$ cat src/rtl/counter_run_ctrl_pkg.sv
// counter_run_ctrl_pkg
// Shared definitions for the run controller and its modulo counter:
//   - FSM state encoding (IDLE, RUN, PAUSE, DONE)
//   - default values for the modulus and the two data widths
package counter_run_ctrl_pkg;

  localparam int N_DEF          = 10;  // counter modulus, count range 0..N-1
  localparam int CNT_WIDTH_DEF  = 4;   // width of count_out, 2**CNT_WIDTH >= N
  localparam int WRAP_WIDTH_DEF = 8;   // width of num_wraps / wraps_left

  typedef enum logic [1:0] {
    ST_IDLE  = 2'd0,
    ST_RUN   = 2'd1,
    ST_PAUSE = 2'd2,
    ST_DONE  = 2'd3
  } state_e;

endpackage : counter_run_ctrl_pkg

$ cat src/rtl/counter_run_ctrl_mod_counter_clr.sv
// mod_counter_clr
// Modulo-N up counter with enable, synchronous clear and a terminal-count flag.
// Ports:
//   clk      in   clock, rising edge
//   reset_n  in   asynchronous active-low reset, clears the count
//   en       in   advance the count by one (wraps N-1 -> 0)
//   clr      in   synchronous clear to 0, priority over en
//   count    out  current count, registered, CNT_WIDTH bits
//   tc       out  high while count == N-1
module mod_counter_clr
  import counter_run_ctrl_pkg::*;
#(
  parameter int N         = N_DEF,
  parameter int CNT_WIDTH = CNT_WIDTH_DEF
) (
  input  logic                 clk,
  input  logic                 reset_n,
  input  logic                 en,
  input  logic                 clr,
  output logic [CNT_WIDTH-1:0] count,
  output logic                 tc
);

  localparam logic [CNT_WIDTH-1:0] LAST = CNT_WIDTH'(N - 1);

  logic [CNT_WIDTH-1:0] count_q, count_d;

  // NOTE: every signal written in always_comb gets a default first, so no
  // path through the block leaves it unassigned and no latch is inferred.
  always_comb begin
    count_d = count_q;
    if (clr) begin
      count_d = '0;
    end else if (en) begin
      count_d = (count_q == LAST) ? '0 : count_q + CNT_WIDTH'(1);
    end
  end

  // NOTE: flops are written with non-blocking (<=) so every register samples
  // its _d value from before the edge, regardless of process ordering.
  always_ff @(posedge clk or negedge reset_n) begin
    if (!reset_n) begin
      count_q <= '0;
    end else begin
      count_q <= count_d;
    end
  end

  assign count = count_q;
  assign tc    = (count_q == LAST);

endmodule : mod_counter_clr

$ cat src/rtl/counter_run_ctrl.sv
// counter_run_ctrl
// Runs a modulo-N counter for num_wraps complete passes, with pause and abort.
// Ports:
//   clk         in   clock, rising edge
//   reset_n     in   asynchronous active-low reset
//   start       in   request a run (only looked at in IDLE)
//   num_wraps   in   passes per run, latched with start (0 -> straight to DONE)
//   pause       in   level, freezes the count while high during a run
//   abort       in   ends a run at once, no done
//   busy        out  high in RUN and PAUSE
//   done        out  one-cycle pulse on normal completion
//   aborted     out  one-cycle pulse on abort
//   wrap_pulse  out  one-cycle pulse on every N-1 -> 0 wrap
//   count_out   out  current count
//   wraps_left  out  passes remaining in the current run
module counter_run_ctrl
  import counter_run_ctrl_pkg::*;
#(
  parameter int N          = N_DEF,
  parameter int CNT_WIDTH  = CNT_WIDTH_DEF,
  parameter int WRAP_WIDTH = WRAP_WIDTH_DEF
) (
  input  logic                  clk,
  input  logic                  reset_n,
  input  logic                  start,
  input  logic [WRAP_WIDTH-1:0] num_wraps,
  input  logic                  pause,
  input  logic                  abort,
  output logic                  busy,
  output logic                  done,
  output logic                  aborted,
  output logic                  wrap_pulse,
  output logic [CNT_WIDTH-1:0]  count_out,
  output logic [WRAP_WIDTH-1:0] wraps_left
);

  state_e                state_q, state_d;
  logic [WRAP_WIDTH-1:0] wraps_left_q, wraps_left_d;
  logic                  done_q, done_d;
  logic                  aborted_q, aborted_d;
  logic                  wrap_pulse_q, wrap_pulse_d;
  logic                  cnt_en, cnt_clr, cnt_tc;

  mod_counter_clr #(
    .N         (N),
    .CNT_WIDTH (CNT_WIDTH)
  ) u_mod_counter (
    .clk     (clk),
    .reset_n (reset_n),
    .en      (cnt_en),
    .clr     (cnt_clr),
    .count   (count_out),
    .tc      (cnt_tc)
  );

  always_comb begin
    state_d      = state_q;
    wraps_left_d = wraps_left_q;
    done_d       = 1'b0;
    aborted_d    = 1'b0;
    wrap_pulse_d = 1'b0;
    cnt_en       = 1'b0;
    cnt_clr      = 1'b0;

    unique case (state_q)
      ST_IDLE: begin
        // Keeps the count pinned at 0 between runs.
        cnt_clr = 1'b1;
        if (start) begin
          wraps_left_d = num_wraps;
          state_d      = (num_wraps != '0) ? ST_RUN : ST_DONE;
        end
      end

      ST_RUN, ST_PAUSE: begin
        // Abort outranks pause and the terminal count.
        if (abort) begin
          state_d      = ST_IDLE;
          wraps_left_d = '0;
          aborted_d    = 1'b1;
          cnt_clr      = 1'b1;
        end else if (state_q == ST_PAUSE) begin
          // Resuming spends its edge without counting.
          if (!pause) state_d = ST_RUN;
        end else if (pause) begin
          state_d = ST_PAUSE;
        end else begin
          cnt_en = 1'b1;
          if (cnt_tc) begin
            wrap_pulse_d = 1'b1;
            // <= 1 rather than == 1 so wraps_left can never underflow.
            if (wraps_left_q <= WRAP_WIDTH'(1)) begin
              wraps_left_d = '0;
              state_d      = ST_DONE;
            end else begin
              wraps_left_d = wraps_left_q - WRAP_WIDTH'(1);
            end
          end
        end
      end

      ST_DONE: begin
        // done is registered from the DONE state, so it appears the cycle
        // after completion, together with the return to IDLE.
        done_d  = 1'b1;
        state_d = ST_IDLE;
      end

      default: state_d = ST_IDLE;
    endcase
  end

  always_ff @(posedge clk or negedge reset_n) begin
    if (!reset_n) begin
      state_q      <= ST_IDLE;
      wraps_left_q <= '0;
      done_q       <= 1'b0;
      aborted_q    <= 1'b0;
      wrap_pulse_q <= 1'b0;
    end else begin
      state_q      <= state_d;
      wraps_left_q <= wraps_left_d;
      done_q       <= done_d;
      aborted_q    <= aborted_d;
      wrap_pulse_q <= wrap_pulse_d;
    end
  end

  assign busy       = (state_q == ST_RUN) || (state_q == ST_PAUSE);
  assign done       = done_q;
  assign aborted    = aborted_q;
  assign wrap_pulse = wrap_pulse_q;
  assign wraps_left = wraps_left_q;

endmodule : counter_run_ctrl

$ cat config.mk
export PLATFORM = sky130hd
export DESIGN_NAME = counter_run_ctrl
export DESIGN_NICKNAME = d
export VERILOG_FILES = /design/src/rtl/counter_run_ctrl_pkg.sv /design/src/rtl/counter_run_ctrl_mod_counter_clr.sv /design/src/rtl/counter_run_ctrl.sv
export SDC_FILE = /design/constraint.sdc
export NUM_CORES = 1
export LEC_CHECK = 0
export ABC_AREA = 1
export BUFFER_PORTS_ARGS = -buffer_cell sky130_fd_sc_hd__buf_2
export CAP_MARGIN = 10
export CORE_ASPECT_RATIO = 0.6
export CORE_UTILIZATION = 40
export DETAILED_ROUTE_END_ITERATION = 8
export SYNTH_ARGS = -nofsm -noshare
export SYNTH_HDL_FRONTEND = slang
export SYNTH_SLANG_ARGS = --single-unit
$ cat constraint.sdc
create_clock -name clk -period 1.85 [get_ports clk]
set_input_delay 0.185 -clock clk [delete_from_list [all_inputs] [get_ports clk]]
set_output_delay 0.185 -clock clk [all_outputs]
set_load 0.02 [all_outputs]
### Word-level counts from Yosys, hierarchy flattened

Cells that the tools add are included.

| word-level totals | value |
|---|---|
| word-level logic and storage cells | 60 |
| register bits after elaboration | 17 |
| input bits | 13 |
| output and inout bits | 16 |

| operators by class | value |
|---|---|
| add/subtract/negate cells | 2 |
| multiplexer cells | 32 |
| eq/ne operators | 11 |
| reduce and logical (&&, ||, !) cells | 8 |
| $lt $le $gt $ge | 1 |

Operators with widths:

| kind | number |
|---|---|
| $mux W8 | 6 |
| $mux W2 | 8 |
| $pmux W8 S2 | 1 |
| $mux W1 | 12 |
| $mux W4 | 3 |
| $ne A5 B5 Y1 const B | 2 |
| $ne A3 B3 Y1 const B | 3 |
| $le A8 B1 Y1 const B | 1 |
| $reduce_bool A8 Y1 | 1 |
| $sub A8 B1 Y8 const B | 1 |
| $pmux W2 S3 | 1 |
| $reduce_and A5 Y1 | 1 |
| $add A4 B1 Y4 const B | 1 |
| $eq A2 B2 Y1 const B | 2 |
| $eq A4 B4 Y1 const B | 1 |
| $ne A4 B4 Y1 const B | 1 |
| $reduce_and A4 Y1 | 1 |
| $reduce_bool A2 Y1 | 2 |
| $eq A2 B1 Y1 const B | 1 |
| $logic_not A2 Y1 | 1 |
| $ne A2 B2 Y1 const B | 1 |
| $pmux W1 S2 | 1 |
| $reduce_or A2 Y1 | 1 |
| $logic_or A1 B1 Y1 | 1 |

### Depth between registers and ports, before layout

| logic depth | value |
|---|---|
| depth after elaboration | 7 |
| mapped depth | 11 |

### By module

From an unflattened synthesis, not the netlist that was laid out.

| second synthesis, totals | value |
|---|---|
| cells, all modules | 182 |
| area, all modules | 1248.7 µm² |

Modules (own cells, without submodules):

| module | times used | cells each | seq. area each (µm²) | area each (µm²) |
|---|---|---|---|---|
| counter_run_ctrl | 1 | 143 | 325.3 | 982.2 |
| mod_counter_clr | 1 | 39 | 100.1 | 266.5 |

### Least setup slack after synthesis

OpenSTA, ideal clock, no wires.

| path | value |
|---|---|
| path type | register to register |
| start | register state_q[1] |
| end | register wraps_left_q[5] (netlist: wraps_left[5]) |
| arrival time | 1.642 ns |
| library setup time | 0.116 ns |
| path buffers | 1 |
| cell stages (with the launch flop) | 11 |
| setup slack | 0.091 ns |
| data required time | 1.734 ns |
| cells stage by stage | dfrtp_1 > inv_1 > ha_1 > inv_2 > a21oi_2 > nand2_4 > inv_2 > buf_6 > nand2_1 > nand2_1 > nand2_1 |

| on the way | value |
|---|---|
| longest elaborated chain between the ends | 4 |

Ends and longest elaborated chain:

| item | RTL line | text |
|---|---|---|
| start: declaration | counter_run_ctrl.sv:37 | `state_e state_q, state_d;` |
| start signal: assignment | counter_run_ctrl.sv:121 | `state_q <= state_d;` |
| $eq A2 B1 Y1 / $eq A2 B2 Y1 (equally long branches) | counter_run_ctrl.sv:65, counter_run_ctrl.sv:82 |  |
| $reduce_or A2 Y1 | counter_run_ctrl.sv:65 | `unique case (state_q)` |
| $ne A3 B3 Y1 (no source line) / $reduce_bool A2 Y1 (equally long branches) | -- |  |
| $reduce_and A5 Y1 (no source line) | -- |  |
| end signal: assignment | counter_run_ctrl.sv:122 | `wraps_left_q <= wraps_left_d;` |
| end: declaration | counter_run_ctrl.sv:38 | `logic [WRAP_WIDTH-1:0] wraps_left_q, wraps_left_d;` |

Parallel ways exist; a longest one is shown, timed or not.
A chain may end at the register's enable or synchronous reset.

### Final worst setup path

Ends and elaborated chain as after synthesis.

==> metrics.md <==
| Metric | Value |
|---|---|
| Status | finished clean |
| Share of cells above drive strength 1 | 22.6% |
| Die height | 45.2 um |
| Port-buffer cells | 28 |
| Final Setup Violations | 0 |
| Vias per inst | 4.68 |
| Final HPWL DP | 2290 um |
| Worst Hold Class | input pin to register |
| Residual DRC | 0 |
| TritonCTS sink count | 17 |
| Die X | 73.9 um |
| Root Buffer | clkbuf_8 |
| VDD IR max | 0.000646 V |
| Io pins | 29 |
| Placed cell area | 1440 sq um |
| CTS tree | done |
| Cell Area, Synth | 1240 sq um |
| Global-route wire length before repair | 4620 um |
| Synth top area cells | dfrtp_1, nand2_1, inv_1 |
| Initial drt markers | 89 |
| Gr usage total | 19.1% |
| Routed vias | 1,212 |
| CTS H-tree lvls | 1 |
| Critical Path AT | 1.88 ns |
| GRT overflow | 0 |
| PD cells | 1670 nW/um^2 |
| Average wire per standard cell | 11.3 um |
| Clock Skew | 0.00457 ns |
| Core Area | 2910 sq um |
| Pin count of the biggest net entering global routing | 18 |
| Die area | 3340 sq um |
| Crit end category | register |
| Final Cycle Share | 93.6% |
| Worst Path Required | 2.00 ns |
| DRT Pass-1 Iters | 4 |
| Fmax | 577 MHz |
| Post-synth top area cell | dfrtp_1 |
| Multi-input logic area | 706 sq um |
| Post-layout nets | 238 |
| Netlist cell types | 22 |
| R2R setup slack | 0.12 ns |
| Diodes inserted | 0 |
| Mean Syn Cell Area | 6.82 sq um |
| Starting Density | 42.7% |
| Startpoint Class | register |
| Via count of the first global-routing pass | 957 |
| Synthesized Nets | 202 |
| Post-route ant nets | 0 |
| Clk_lat worst skew | 0.26 ns |
| P_leak | 0.862 nW |
| Setup_tns | 0 ns |
| TritonCTS Buffers | 3 |
| Seq cells post-synth | 17 |
| Synth top area share | 34.3% |
| Seq/Total Area, Yosys | 34.3% |
| Fillers | 301 |
| Register Area | 425 sq um |
| Area Overhead vs Synth | 21.3% |
| Design area | 1510 sq um |
| Final max-slew violation count | 0 |
| Worst-Margin Slew | 0.411 ns |
| Total wire length | 2930 um |
| Final hold vios | 0 |
| CP Class | register to register |
| Clock transition at path regs | 0.07 ns |
| Post-Syn Instances | 182 |
| Max_cap viols | 0 |
| Clock buffer depth | 2 |
| Critical path peak fanout | 11 |
| Antenna violations before repair | 0 |
| Min Clock Period, post-route | 1.73 ns |
| Max_slew headroom | 72.6% |
| Synth Warn # | 0 |
| # rows | 15 |
| GPL Wtd Cong | 0.844 |
layout make-up:
cell class / count / area share (%)
sequential: 17 / 28.3
timing repair buffer: 32 / 11.5
multi-input combinational: 137 / 46.9
inverter: 27 / 6.90
clock buffer: 4 / 2.99
tap: 42 / 3.49
power by group:
part	internal [mW]	total, mW	switching (mW)
clock	0.153	0.285	0.132
sequential	0.503	0.623	0.120
combinational	0.549	1.61	1.06
total	1.20	2.52	1.32
kinds of logic after synthesis:
kind of cell,Yosys count,share of synthesized area (%)
and+or+nand+nor,110,38.9
buffers and inverters,28,9.07
AOI/OAI and AO/OA,19,9.98
DFF,17,34.3
adders and majority gates,7,7.06
xor gates and xnor gates,1,0.706
synth_stat cells:
master    count
nand2_4       2
nand3b_1      1
buf_6         1
nor2_4        1
o211a_1       1
nor2_1       23
o211ai_1      2
xnor2_1       1
nor2_8        1
inv_1        24
nor2_2        3
ha_1          7
o21bai_2      1
nand3_1      12
o21ai_2       1
dfrtp_1      17
inv_2         3
o21ai_0      11
nand2_1      65
o22ai_1       1
nand4_1       2
a21oi_2       2
final timing paths:
| check | cells after the start | start | endpoint |
|---|---|---|---|
| setup reg to reg | 9 | state_q[1] | wraps_left[5] |
| hold reg to reg | 2 | state_q[0] | state_q[0] |
| max in group asynchronous | 2 | reset_n | wraps_left[4] |
| min in group asynchronous | 2 | reset_n | u_mod_counter.count[3] |
| setup / recovery | 9 | state_q[1] | wraps_left[5] |
| hold / removal | 3 | abort | aborted |
state kept, by name (all words and copies together), names as in the netlist:
register / count
wraps_left: 8
u_mod_counter.count: 4
wrap_pulse: 1
aborted: 1
state_q: 2
done: 1
worst max-delay path, stage by stage (launching register included):
cell	delay (ns)
dfrtp_1	0.42
inv_1	0.08
ha_2	0.39
inv_4	0.09
a21oi_2	0.19
nand2_4	0.10
inv_2	0.17
nand2_1	0.08
nand2_1	0.06
nand2_1	0.05
per-layer routing:
metal  global-route usage (%)  share of wire [%]  vias up
li1                         -                  -      636
met1                     30.0                 52      536
met2                     25.5                 40       38
met3                     5.13                7.4        2
met4                     3.46               0.14        0
met5                        0                  0        -
placed cells by master (no fill, tap or decap):
cell,instances
nand2_1,65
buf_2,28
inv_1,24
nor2_1,23
dfrtp_1,17
nand3_1,12
o21ai_0,11
ha_1,6
nor2_2,3
clkbuf_8,3
buf_4,3
inv_2,2
nand4_1,2
nand2_4,2
a21oi_2,2
o211ai_1,2
inv_4,1
nor2_8,1
nor2_4,1
o21bai_2,1
xnor2_1,1
o21ai_2,1
o22ai_1,1
o211a_1,1
nand3b_1,1
ha_2,1
clkbuf_1,1
dlygate4sd3_1,1
metrics by stage:
stage	utilization [%]	hold slack, ns	setup WS (ns)	instances	power, mW
global placement	49.4	0.135	0.143	253	2.20
finish	51.7	0.236	0.118	259	2.52
CTS	51.3	0.237	0.0747	258	2.51
floorplan	-	-0.111	0.0914	182	1.82
detailed placement	49.4	0.141	0.0847	253	2.21
global route	51.7	0.249	-0.00446	259	2.77
what timing repair did:
action / in CTS / in global routing
setup endpoints to repair: 0 / 6
resized for setup: 0 / 2
hold buffers: 1 / 0
buffers inserted: 0 / 1
endpoints found under the hold margin: 17 / 0
(Power assumes the default switching activity.)
